[src/rtl/pipe_stage_buf.sv]
// pipe_stage_buf: elastic pipeline-stage register with valid/ready handshake,
// a DEPTH-entry circular buffer, flush/stall control and a bubble value
// presented while the stage is empty.
// Build option: define PIPE_STAGE_BUF_REG_EN for the registered buffer;
// with it undefined the block is a flop-free combinational pass-through.
module pipe_stage_buf #(
  parameter int unsigned       DATA_W      = 64,
  parameter int unsigned       CTRL_W      = 8,
  parameter int unsigned       DEPTH       = 2,
  parameter logic [DATA_W-1:0] BUBBLE_DATA = DATA_W'(32'h13),
  localparam int unsigned      CNT_W       = $clog2(DEPTH + 1)
) (
  input  logic              clk,
  input  logic              rst_n,
  input  logic              flush_i,
  input  logic              stall_i,
  input  logic              in_valid_i,
  output logic              in_ready_o,
  input  logic [DATA_W-1:0] in_data_i,
  input  logic [CTRL_W-1:0] in_ctrl_i,
  output logic              out_valid_o,
  input  logic              out_ready_i,
  output logic [DATA_W-1:0] out_data_o,
  output logic [CTRL_W-1:0] out_ctrl_o,
  output logic              out_flushed_o,
  output logic [CNT_W-1:0]  count_o
);

  // Reject unsupported buffer depths at elaboration time.
  generate
    if (DEPTH < 1 || DEPTH > 8) begin : g_bad_depth
      $error("pipe_stage_buf: DEPTH must be in the range 1..8");
    end
  endgenerate

`ifdef PIPE_STAGE_BUF_REG_EN

  localparam int unsigned PTR_W = (DEPTH > 1) ? $clog2(DEPTH) : 1;
  localparam int unsigned ENT_W = DATA_W + CTRL_W;

  // Each entry stores {ctrl, data}; only entries between rd_ptr and wr_ptr are live.
  logic [ENT_W-1:0] mem_reg [DEPTH];

  logic [PTR_W-1:0] wr_ptr_reg, wr_ptr_next;
  logic [PTR_W-1:0] rd_ptr_reg, rd_ptr_next;
  logic [CNT_W-1:0] count_reg, count_next;
  logic             flushed_reg, flushed_next;
  logic             not_full;
  logic             push;
  logic             pop;

  // Advance a pointer, wrapping from DEPTH-1 back to 0.
  function automatic logic [PTR_W-1:0] ptr_inc(input logic [PTR_W-1:0] p);
    if (p == PTR_W'(DEPTH - 1)) begin
      return '0;
    end
    return p + PTR_W'(1);
  endfunction

  // A full stage can still take a beat when the head leaves in the same cycle;
  // during flush upstream is always allowed to drain into the discard.
  assign not_full    = (count_reg != CNT_W'(DEPTH));
  assign in_ready_o  = flush_i | (!stall_i & (not_full | out_ready_i));
  assign out_valid_o = (count_reg != '0);
  assign push        = in_valid_i & in_ready_o & !flush_i;
  assign pop         = out_valid_o & out_ready_i & !stall_i & !flush_i;

  // Next-state for pointers, occupancy and the flush pulse (flush beats stall).
  always_comb begin
    wr_ptr_next  = wr_ptr_reg;
    rd_ptr_next  = rd_ptr_reg;
    count_next   = count_reg;
    flushed_next = 1'b0;
    if (flush_i) begin
      wr_ptr_next  = '0;
      rd_ptr_next  = '0;
      count_next   = '0;
      flushed_next = 1'b1;
    end else begin
      if (push) begin
        wr_ptr_next = ptr_inc(wr_ptr_reg);
      end
      if (pop) begin
        rd_ptr_next = ptr_inc(rd_ptr_reg);
      end
      count_next = count_reg + CNT_W'(push) - CNT_W'(pop);
    end
  end

  // Control state register with synchronous active-low reset.
  always_ff @(posedge clk) begin
    if (!rst_n) begin
      wr_ptr_reg  <= '0;
      rd_ptr_reg  <= '0;
      count_reg   <= '0;
      flushed_reg <= 1'b0;
    end else begin
      wr_ptr_reg  <= wr_ptr_next;
      rd_ptr_reg  <= rd_ptr_next;
      count_reg   <= count_next;
      flushed_reg <= flushed_next;
    end
  end

  // Payload storage; contents need no reset because count gates visibility.
  always_ff @(posedge clk) begin
    if (push) begin
      mem_reg[wr_ptr_reg] <= {in_ctrl_i, in_data_i};
    end
  end

  // Present the head entry, or the bubble with cleared control when empty.
  always_comb begin
    out_data_o = BUBBLE_DATA;
    out_ctrl_o = '0;
    if (out_valid_o) begin
      {out_ctrl_o, out_data_o} = mem_reg[rd_ptr_reg];
    end
  end

  assign count_o       = count_reg;
  assign out_flushed_o = flushed_reg;

`else

  // Pass-through build: no storage, flush squashes the beat in flight.
  assign out_valid_o   = in_valid_i & !flush_i;
  assign out_data_o    = flush_i ? BUBBLE_DATA : in_data_i;
  assign out_ctrl_o    = flush_i ? '0 : in_ctrl_i;
  assign in_ready_o    = out_ready_i & !stall_i;
  assign count_o       = '0;
  assign out_flushed_o = 1'b0;

  // Clock and reset have no loads in this build.
  logic unused_pass;
  assign unused_pass = &{1'b0, clk, rst_n};

`endif

endmodule
[config.mk]
export PLATFORM = sky130hd
export DESIGN_NAME = pipe_stage_buf
export DESIGN_NICKNAME = d
export VERILOG_FILES = /design/src/rtl/pipe_stage_buf.sv
export SDC_FILE = /design/constraint.sdc
export NUM_CORES = 1
export LEC_CHECK = 0
export BUFFER_PORTS_ARGS = -buffer_cell sky130_fd_sc_hd__buf_2
export CORE_AREA = 2 2 69 51
export DETAILED_ROUTE_END_ITERATION = 6
export DIE_AREA = 0 0 71 53
export PLACE_DENSITY = 0.76
export RECOVER_POWER = 50
export SLEW_MARGIN = 20
export SYNTH_ARGS = -nofsm -noshare
export SYNTH_HDL_FRONTEND = slang
export SYNTH_SLANG_ARGS = --single-unit
[constraint.sdc]
create_clock -name vclk -period 0.8
set_input_delay 0.04 -clock vclk [all_inputs]
set_output_delay 0.04 -clock vclk [all_outputs]
set_load 0.01 [all_outputs]
==> impl_metrics.toml, run 1 <==
[timing]
fin_crit_ns = 0.695
whs_ns = 0.301
finalHoldViolCount = 0
final.setup.tns_ns = 0
slew_violations = 0
setup_violations = 0
min_period_over_period_pct = 86.8
worst_slack_ns = 0.105
rsz0062_at_grt = "false"
max_clock_freq_ghz = 1.44

[pwr]
vdd_ir_drop_max_uv = 179
p_clk_share_pct = 0
p_int_uw = 336
total_power_uw = 632
p_comb_share_pct = 100.0
seqPwrFrac_pct = 0
p_switching_uw = 296
netSwitchingFraction_pct = 46.8
power_leakage_uw = 0.000710
powerDensity_mw_per_mm2 = 501

[setup_path]
cp-start-kind = "input pin"
max_stage_delay_ns = 0.18
end_kind = "primary output"
slowest_stage = "buf_12"
crit_chain = "buf_2 -> buf_12 -> nor2b_1 -> buf_2"
path_class = "input pin to primary output"
path_max_fanout = 41
cpMostUsedCell = "buf_2"
required_ns = 0.76
worstPathArrival_ns = 0.65

[placement]
numPortBuffers = 150
post-dp-hpwl_mm = 2.08
finalWeightedCongestion = 0.701
pre_cts_ws_ns = 0.0446
placed_cells = 267

[synth]
synth_cells = 86
netlist_top_cells_count = "nor2b_1 (71), buf_2 (7), buf_4 (3), or2_1 (3)"
yosys.area.top_type_share_pct = 82.9
synth_cell_types = 6
synth_warnings = 0
netlist_area_um2 = 536
yosysTopAreaCell = "nor2b_1"
synth.most_common_cell = "nor2b_1"
ys_top_cells_by_area = "nor2b_1 (83%), buf_2 (6.5%), buf_4 (4.2%)"
syn_avg_cell_area_um2 = 6.23
ys_seq_area_share_pct = 0

[layout]
fin_nets = 309
final_cells = 267
seq_cells = 0
num_antenna_cells = 0
drive_gt1_share_pct = 51.1
area_delta_synth_final_pct = 135
seqCellArea_um2 = 0
nClkBuffers = 0

[floorplan]
fp.dieArea_mm2 = 0.00376
rows = 17
core_region_area_mm2 = 0.00308
start_util_pct = 17.4
dieHeight_um = 53
die_x_um = 71
io_pins = 155

[routing]
routed_wl_mm = 2.33
drc_errors = 0
initialDrtViolationCount = 17
dr.pass1.iters = 3
vias = 981
drtAntennaViolNets = 0
wl_per_cell_um = 8.72
viasPerCell = 3.67

[clock_tree]
post_cts_buffers = 0

[global_routing]
overflow = 0
antenna_found_initial = 0
grt_pass1_vias = 703
grt_start_max_net_pins = 42
grt_pass1_wl_mm = 2.88
grt_usage_pct = 8.94

[min_path]
hold_path_class = "input pin to primary output"

[status]
status = "finished clean"

[flow_run]
cap_violations = 0
-- kinds of logic (layout without fill, tap and decap cells) --
family        after synthesis  after routing  share of synthesized area (%)
other cells                 1              3                          0.700
buf+inv                    11            152                           12.8
simple gates               74             74                           86.4
-- cell usage in the layout (no fill, tap or decap) --
master	instances
buf_2	115
nor2b_1	71
clkbuf_1	35
or2_1	3
conb_1	3
buf_6	1
buf_12	1
-- per-stage QoR --
step,instance area (um2),util [%]
2_1_floorplan,543,-
3_3_place_gp,1300,42.2
3_5_place_dp,1300,42.2
4_1_cts,1300,42.2
5_1_grt,1260,40.9
6_report,1260,40.9
-- power groups by stage --
stage	combinational [uW]	clock (uW)	sequential, uW
finish	632	0	0
CTS	660	0	0
global placement	649	0	0
floorplan	320	0	0
global route	696	0	0
detailed placement	657	0	0
-- worst paths after layout --
check | start | end | slack [ns] | depth (start not counted)
setup / recovery | flush_i | out_data_o[52] | 0.11 | 4
hold / removal | stall_i | in_ready_o | 0.30 | 3
-- metal layers --
layer  share of wire (%)  track usage [%]
met5                   0                0
met4                   0                0
met3                  12             1.33
met2                  49             17.3
met1                  39             11.2
-- what timing repair did --
action                                  in CTS  in global routing
endpoints found under the setup margin       0                 19
hold buffers                                 0                  0
resized for setup                            0                  1
-- critical path, delay by kind of cell --
family	cells	cell delay, ns
simple gates	1	0.14
buf+inv	3	0.47
-- area by class of cell --
class              count  area, um2
multi-input cells     77        474
fillers              340       1820
well taps             38       47.5
repair buffers       152        738
No activity file was read; power rests on OpenSTA's default activity.
==> run 2, diff against run 1 <==
BUFFER_PORTS_ARGS = unset   (was -buffer_cell sky130_fd_sc_hd__buf_2)
CORE_AREA = 2 2 60 62   (was 2 2 69 51)
DIE_AREA = 0 0 62 64   (was 0 0 71 53)
DONT_BUFFER_PORTS = 1   (was unset)
PLACE_DENSITY = 0.3   (was 0.76)
clock period = 0.85 ns   (was 0.8 ns; I/O delays follow)
==> run 2 against run 1 <==
Net effect: first-iteration DRC count decreased by 24%; utilization decreased by 25 points; design area decreased by 58%; critical path depth decreased by 3; total power decreased by 59%; hold slack got worse by 0.17 ns; sequential share of layout area unchanged; flip-flop and latch count unchanged; count of clock-buffer cells in the layout unchanged; routed wire length decreased by 32%; highest routed layer unchanged; via count decreased by 46%.
==> impl_metrics.toml, run 2 (same netlist as run 1, synthesis figures left out) <==
[status]
status = "finished clean"

[timing]
finalHoldViolCount = 0
rsz0062_at_grt = "false"
max_clock_freq_ghz = 2.84
final.setup.tns_ns = 0
slew_violations = 0
min_period_over_period_pct = 41.4
fin_crit_ns = 0.352
setup_violations = 0

[routing]
viasPerCell = 4.31
dr.pass1.iters = 4
vias = 530
drc_errors = 0
wl_per_cell_um = 12.9
routed_wl_mm = 1.59
drtAntennaViolNets = 0
initialDrtViolationCount = 13

[setup_path]
path_buf_inv = 0
critical-path-top-delay-family = "simple AND/OR/NAND/NOR gates"
worstPathArrival_ns = 0.31
required_ns = 0.81
slowest_stage = "or2_1"
max_stage_delay_ns = 0.26
path_class = "input pin to primary output"
cp-start-kind = "input pin"
path_max_fanout = 73
end_kind = "primary output"
crit_chain = "or2_1"

[flow_run]
cap_violations = 0

[layout]
seq_cells = 0
mostFrequentLayoutCell = "nor2b_1"
final_util_pct = 16.2
multiInputGateArea_um2 = 474
drive_gt1_share_pct = 0
fillers = 373
seqCellArea_um2 = 0
num_antenna_cells = 0
area_delta_synth_final_pct = -0.701
most-common-layout-cells = "nor2b_1 (71), or2_1 (3), conb_1 (3)"
nClkBuffers = 0
fin_nets = 157
final_cells = 123

[floorplan]
start_util_pct = 16.3
dieHeight_um = 64
fp.dieArea_mm2 = 0.00397
die_x_um = 62
io_pins = 155
rows = 21
core_region_area_mm2 = 0.00328

[clock_tree]
ctsResizeCount = 0
post_cts_buffers = 0
ctsHoldBuffers = 0

[placement]
finalWeightedCongestion = 0.777
placed_cells = 123
numPortBuffers = 0

[global_routing]
antenna_found_initial = 0
grt_pass1_vias = 404
grt_pass1_wl_mm = 1.79
grt_start_max_net_pins = 74
grt_usage_pct = 5.30
overflow = 0

[pwr]
total_power_uw = 258
powerDensity_mw_per_mm2 = 485
power_leakage_uw = 0.000170
vdd_ir_drop_max_uv = 85.1

[min_path]
hold_path_class = "input pin to primary output"
==> run 2: changes by cell type in the layout (fill, tap and decap cells not counted), sizes merged <==
| cell | before | now |
|---|---|---|
| clkbuf | 35 | 0 |
| buf | 117 | 0 |
==> run 2: through the flow <==
step | setup WS [ns] | cell area [um2] | hold slack [ns]
5_1_grt | 0.495 | 532 | 0.140
6_report | 0.498 | 532 | 0.134
2_1_floorplan | 0.243 | 543 | 0.131
3_3_place_gp | 0.504 | 532 | 0.137
3_5_place_dp | 0.495 | 532 | 0.135
4_1_cts | 0.495 | 532 | 0.135
==> run 2: per-layer routing <==
layer | track usage [%] | routed length (um) | vias to the layer above
li1 | - | - | 225
met1 | 7.14 | 568 | 239
met2 | 9.77 | 843 | 66
met3 | 0 | 177 | 0
met4 | 0 | 0 | 0
met5 | 0 | 0 | -
==> run 2: path summary, 6_finish.rpt <==
kind                 from  cells past startpoint            end
hold / removal    stall_i                      1     in_ready_o
setup / recovery  flush_i                      1  out_data_o[0]
==> run 2: cell type report <==
class	count	share of cell area (%)
well taps	46	10.8
multi-input cells	77	89.2
==> run 2: report_power, final <==
group / internal (uW) / switching, uW
clock network: 0 / 0
logic: 93.4 / 164
registers: 0 / 0
total: 93.4 / 164
